$ cat config.mk
export PLATFORM = sky130hd
export DESIGN_NAME = fetch_stage
export DESIGN_NICKNAME = d
export VERILOG_FILES = /design/src/rtl/fetch_stage.sv
export SDC_FILE = /design/constraint.sdc
export NUM_CORES = 1
export LEC_CHECK = 0
export ABC_AREA = 1
export CAP_MARGIN = 40
export CORE_UTILIZATION = 40
export DETAILED_ROUTE_END_ITERATION = 10
export PLACE_DENSITY = 0.67
export SYNTH_ARGS = -nofsm -noshare
export SYNTH_HDL_FRONTEND = slang
export SYNTH_SLANG_ARGS = --single-unit
$ cat constraint.sdc
create_clock -name clk -period 2.7 [get_ports clk]
set_clock_uncertainty 0.2 [all_clocks]
set_input_delay 0.675 -clock clk [delete_from_list [all_inputs] [get_ports clk]]
set_output_delay 0.675 -clock clk [all_outputs]
set_load 0.03 [all_outputs]
$ cat src/rtl/fetch_stage.sv
// Instruction fetch stage: PC register, IF/ID pipeline register, RUN/HALT control
// and a saturating count of delivered instructions.
module fetch_stage #(
    parameter int unsigned    IW       = 32,
    parameter int unsigned    DW       = 32,
    parameter logic [IW-1:0]  RESET_PC = '0,
    parameter logic [5:0]     HALT_OP  = 6'h3F
) (
    input  logic          clk,
    input  logic          rst,
    output logic [IW-1:0] imem_addr,
    input  logic [DW-1:0] imem_data,
    input  logic          stall_in,
    input  logic          redirect,
    input  logic [IW-1:0] redirect_pc,
    output logic          if_valid,
    output logic [DW-1:0] if_instr,
    output logic [IW-1:0] if_pc,
    output logic          halted,
    output logic [15:0]   fetch_count
);

    localparam int unsigned CW = 16;
    localparam logic [CW-1:0] CNT_MAX = '1;

    typedef enum logic {
        ST_RUN  = 1'b0,
        ST_HALT = 1'b1
    } state_e;

    state_e          state_q, state_d;
    logic [IW-1:0]   pc_q, pc_d;
    logic            if_valid_q, if_valid_d;
    logic [DW-1:0]   if_instr_q, if_instr_d;
    logic [IW-1:0]   if_pc_q, if_pc_d;
    logic [CW-1:0]   fetch_count_q, fetch_count_d;
    logic            is_halt_op;

    assign is_halt_op = (imem_data[DW-1:DW-6] == HALT_OP);

    // State register and pipeline flops; reset discards everything.
    always_ff @(posedge clk) begin
        if (rst) begin
            state_q       <= ST_RUN;
            pc_q          <= RESET_PC;
            if_valid_q    <= 1'b0;
            if_instr_q    <= '0;
            if_pc_q       <= '0;
            fetch_count_q <= '0;
        end else begin
            state_q       <= state_d;
            pc_q          <= pc_d;
            if_valid_q    <= if_valid_d;
            if_instr_q    <= if_instr_d;
            if_pc_q       <= if_pc_d;
            fetch_count_q <= fetch_count_d;
        end
    end

    // Next state: redirect beats everything; a bubble never blocks an accept.
    always_comb begin
        state_d       = state_q;
        pc_d          = pc_q;
        if_valid_d    = if_valid_q;
        if_instr_d    = if_instr_q;
        if_pc_d       = if_pc_q;
        fetch_count_d = fetch_count_q;

        if (redirect) begin
            state_d    = ST_RUN;
            pc_d       = redirect_pc;
            if_valid_d = 1'b0;
        end else begin
            case (state_q)
                ST_RUN: begin
                    if (!stall_in || !if_valid_q) begin
                        if_instr_d = imem_data;
                        if_pc_d    = pc_q;
                        if_valid_d = 1'b1;
                        if (fetch_count_q != CNT_MAX) begin
                            fetch_count_d = fetch_count_q + CW'(1);
                        end
                        // The halt word is delivered but the PC parks on it.
                        if (is_halt_op) begin
                            state_d = ST_HALT;
                        end else begin
                            pc_d = pc_q + IW'(1);
                        end
                    end
                end
                ST_HALT: begin
                    if (!stall_in) begin
                        if_valid_d = 1'b0;
                    end
                end
                default: begin
                    state_d = ST_RUN;
                end
            endcase
        end
    end

    assign imem_addr   = pc_q;
    assign if_valid    = if_valid_q;
    assign if_instr    = if_instr_q;
    assign if_pc       = if_pc_q;
    assign fetch_count = fetch_count_q;
    assign halted      = (state_q == ST_HALT);

endmodule
Word level (Yosys, flattened, before mapping):

Index checks and enable logic that the tools add are counted.
W data, S select, Z words.

* mux-type cells: 10
* reductions and logical operators: 9
* $mul: 0
* order comparisons: 0
* add/subtract/negate cells: 2
* equal/unequal tests: 6
* shifts and indexed selects: 0
* divide/modulo/power cells: 0
* bitwise gates (word level): 2

Operators by type and width (count)
* $mux W32: 4
* $add A32 B1 Y32 const B: 1
* $add A16 B1 Y16 const B: 1
* $ne A16 B16 Y1 const B: 1
* $ne A2 B2 Y1 const B: 4
* $eq A6 B6 Y1 const B: 1
* $reduce_and A3 Y1: 2
* $mux W1: 5
* $reduce_and A4 Y1: 1
* $logic_not A1 Y1: 2
* $not A1 Y1: 2
* $pmux W1 S2: 1
* $reduce_and A2 Y1: 1
* $reduce_bool A2 Y1: 1
* $reduce_or A2 Y1: 1
* $logic_or A1 B1 Y1: 1

* ROM bits: 0
* flip-flop bits (word level): 114
* memories kept: 0
* latch bits: 0
* output and inout port bits: 114
* logic and storage cells: 35
* input port bits: 68
* bits in writable memories: 0

Depth between registers and ports, before layout:

* depth in word-level cells: 5
* mapped depth: 11
* mapped depth without buffers: 11

Worst setup path after synthesis:

OpenSTA, ideal clock, no wires.

* kind: register -> register
* start: register fetch_count_q[0], in the netlist fetch_count[0]
* end: register fetch_count_q[1], in the netlist fetch_count[1]
* arrival time: 1.731 ns
* clock period less this slack: 2.047 ns
* required time: 2.384 ns
* buffers on the path: 1
* library setup time: 0.116 ns
* setup slack: 0.653 ns
* stages on the path, launching flop included: 12
* cell sequence: dfxtp_1 -> ha_1 -> nand3_1 -> nor2_2 -> nand2_2 -> nor2_2 -> nand2_1 -> nand2_4 -> inv_2 -> buf_6 -> nor2_1 -> nor2_1

* word-level cells in the longest chain between the ends: 2
* elaborated cells between the ends (all ways): 3
* those cells by class: 1 x add/sub; 1 x eq/ne; 1 x reduce/logical

Ends and longest elaborated chain
* start, declared: line 36 `logic [CW-1:0] fetch_count_q, fetch_count_d;`
* start signal, assigned: line 56 `fetch_count_q <= fetch_count_d;`
* branches (longest 2 deep; another with $add A16 B1 Y16)

Parallel ways; which one is timed is not known.
A chain may end at the register's enable or synchronous reset.

Worst setup path in the final report:

* start: register fetch_count_q[2], in the netlist fetch_count[2]
* end: output fetch_count[2]

RTL lines
* end, declared: line 20 `output logic [15:0] fetch_count`

No word-level cell between the ends.

==> out/qor.yml <==
clock_network:
  clock_transition_at_path_regs_ns: 0.05
  clk_path_buf_depth: 2
  cts_resized: 0
  clk-insertion-delay-late_ns: 0.41
  clock_tree.htree_level_count: 4
  postCtsSetupBuffers: 0
  clk_root_buffer_cell: "clkbuf_16"
  numClockSinks: 114
  cts_hold_repair.buffers: 0
  cts_buffers: 17
  tritoncts: "yes"
route:
  via_per_inst: 4.884
  routed-via-count: 5880
  drt.antenna.violating_nets: 0
  drt_first_iter_violations: 408
  wl_per_cell_um: 14.39
  drt_drc_violations_left: 0
  totalWireLength_um: 17330
  dr.pass1.iters: 5
pwr:
  leakage_nw: 3.155
  share_clk_of_total_power_pct: 43.1
  fraction_of_power_spent_switching_nets_pct: 28.32
  p_int_mw: 3.507
  share_comb_of_total_power_pct: 18.2
  pwr-share-seq_pct: 38.7
  p_switching_mw: 1.386
  max-vdd-ir-drop_mv: 0.4138
  cellPowerDensity_mw_per_mm2: 607.8
  post-layout-total-power_mw: 4.893
global_routing:
  antenna_violations_before_repair: 0
  number_of_global_route_vias_before_repair: 5551
  first_pass_grt_wire_length_um: 27980
  grtUsageTotal_pct: 25.29
  grt_overflow_total: 0
  grt_start_max_net_pins: 42
synthesis:
  ys_types: 30
  synth_largest_type_area_fraction_pct: 41.83
  postSynthRegisterBits: 114
  synth-seq-area-share_pct: 41.83
  synth_top_area_cell: "dfxtp_1"
  ys_warn_count: 0
  syn-mean-instance-area_um2: 6.535
  synth.top_cells.by_area: "dfxtp_1, nand2_1, nor2_1"
  synth_nets: 905
  netlist_instances: 835
  post_synth_instance_area_mm2: 0.005456
timing:
  whs_ns: 0.2774
  report.final.slew_viol_count: 0
  min_period_ns: 2.512
  setup_violators_final: 0
  total_neg_setup_slack_ns: 0
  hold_viol: 0
  timing.fmax_mhz: 398.1
  unrepaired_setup_endpoints_after_global_routing: "no"
  max_slew.worst_pin.slew_ns: 0.4437
  layout_worst_path_cycle_share_pct: 93.04
  max_slew_margin_pct: 70.19
worst_hold_path:
  worstHoldStart: "if_instr[9]"
  worst_hold_path_type: "reg2reg"
setup_path:
  crit_required_ns: 1.82
  timing.reg2reg.setup_slack_ns: 0.58
  regToRegStartpoint: "fetch_count[0]"
  startpoint_type: "flip-flop"
  slowest_cell_on_crit_path: "clkdlybuf4s50_1"
  critical_path.startpoint: "fetch_count[2]"
  cp_cell_sequence: "clkdlybuf4s50_1"
  worst_ep_arrival_time_ns: 1.64
  crit_path_max_fanout: 7
  timing.critical_path.slowest_cell_delay_ns: 0.74
  path_buf_inv: 1
  critical_path.endpoint_type: "output port"
  worst_path_dominant_cell_family: "buffers and inverters"
  crit_type: "reg2out"
final_layout:
  finish.utilization_pct: 60.55
  final_cell_mix: "nand2_1, nor2_1, clkdlybuf4s50_1"
  nNetsFinal: 1085
  fill_cell_instance_count_of_the_final_layout: 1298
  syn2layout_area_growth_pct: 47.53
  insertedDiodeCount: 0
  layout-drive-gt1-share_pct: 6.323
  layout.cells.most_common: "nand2_1"
floorplanning:
  pin_count: 182
  std_cell_rows: 42
  initial_utilization_pct: 41.04
  die-area_mm2: 0.01411
  die_x_um: 118.8
  floorplan.core_area_mm2: 0.01330
  die-height_um: 118.8
placement:
  numPortBuffers: 181
  place.gp.congestion: 0.9019
  post-dp-hpwl_um: 12540
status:
  status: "finished clean"
run:
  drv_cap: 0
## path summary, 6_finish.rpt
| kind | endpoint | cells after the start |
|---|---|---|
| hold reg to reg | if_instr[9] | 2 |
| setup / recovery | fetch_count[2] | 1 |
| setup reg to reg | fetch_count[0] | 11 |
| hold / removal | if_instr[9] | 2 |
## power by group through the flow
stage	clock network, mW	logic (mW)	registers (mW)
2_1_floorplan	0	0.266	2.12
3_5_place_dp	0	0.890	1.92
5_1_grt	2.22	0.959	1.91
3_3_place_gp	0	0.885	1.92
4_1_cts	2.14	0.895	1.89
6_report	2.11	0.890	1.89
## sequential cells by signal, indices dropped and copies added, names as in the netlist
name	flops
fetch_count	16
halted	1
if_instr	32
if_pc	32
if_valid	1
imem_addr	32
## final cells by class
cell class | instances | area [um2] | share of cell area, %
repair buffers | 199 | 1984 | 24.65
clock inverters | 9 | 80.08 | 0.9947
flip-flops and latches | 114 | 2282 | 28.35
inverters | 57 | 214.0 | 2.658
clock buffers | 23 | 478.0 | 5.937
well taps | 176 | 220.2 | 2.735
multi-input cells | 626 | 2791 | 34.68
## Yosys cell counts, drive strengths merged
master and number:
nand2 198, nor2 196, dfxtp 114, o21ai 77
nand3 60, a21oi 56, inv 56, clkbuf 20
buf 18, xor2 12, nor3 7, xnor2 5
nand4 4, a31oi 3, ha 2, nand3b 2
and2 1, clkinv 1, o211ai 1, o21a 1
o21bai 1
## metal layers
metal | part of all wire [%] | global-route usage, % | vias up
met5 | 0 | 0 | -
met4 | 2.5 | 10.21 | 0
met3 | 7.3 | 6.757 | 30
met2 | 44 | 39.11 | 208
met1 | 47 | 33.27 | 2614
li1 | - | - | 3028
## cells by family after synthesis
logic type                 share of synthesized area, %
AOI/OAI and AO/OA                                 13.02
DFF                                               41.83
and+or+nand+nor                                   34.95
buffers and inverters                             7.017
adders and majority gates                        0.4585
xor gates and xnor gates                          2.729
## per-stage QoR
step | std cells | instance area (um2) | worst slack, ns
global route | 1204 | 8050 | 0.1361
floorplan | 835 | 5456 | 0.6534
detailed placement | 1172 | 7492 | 0.1563
CTS | 1204 | 8050 | 0.1803
global placement | 1172 | 7492 | 0.1707
finish | 1204 | 8050 | 0.1880
(Power assumes the default switching activity.)
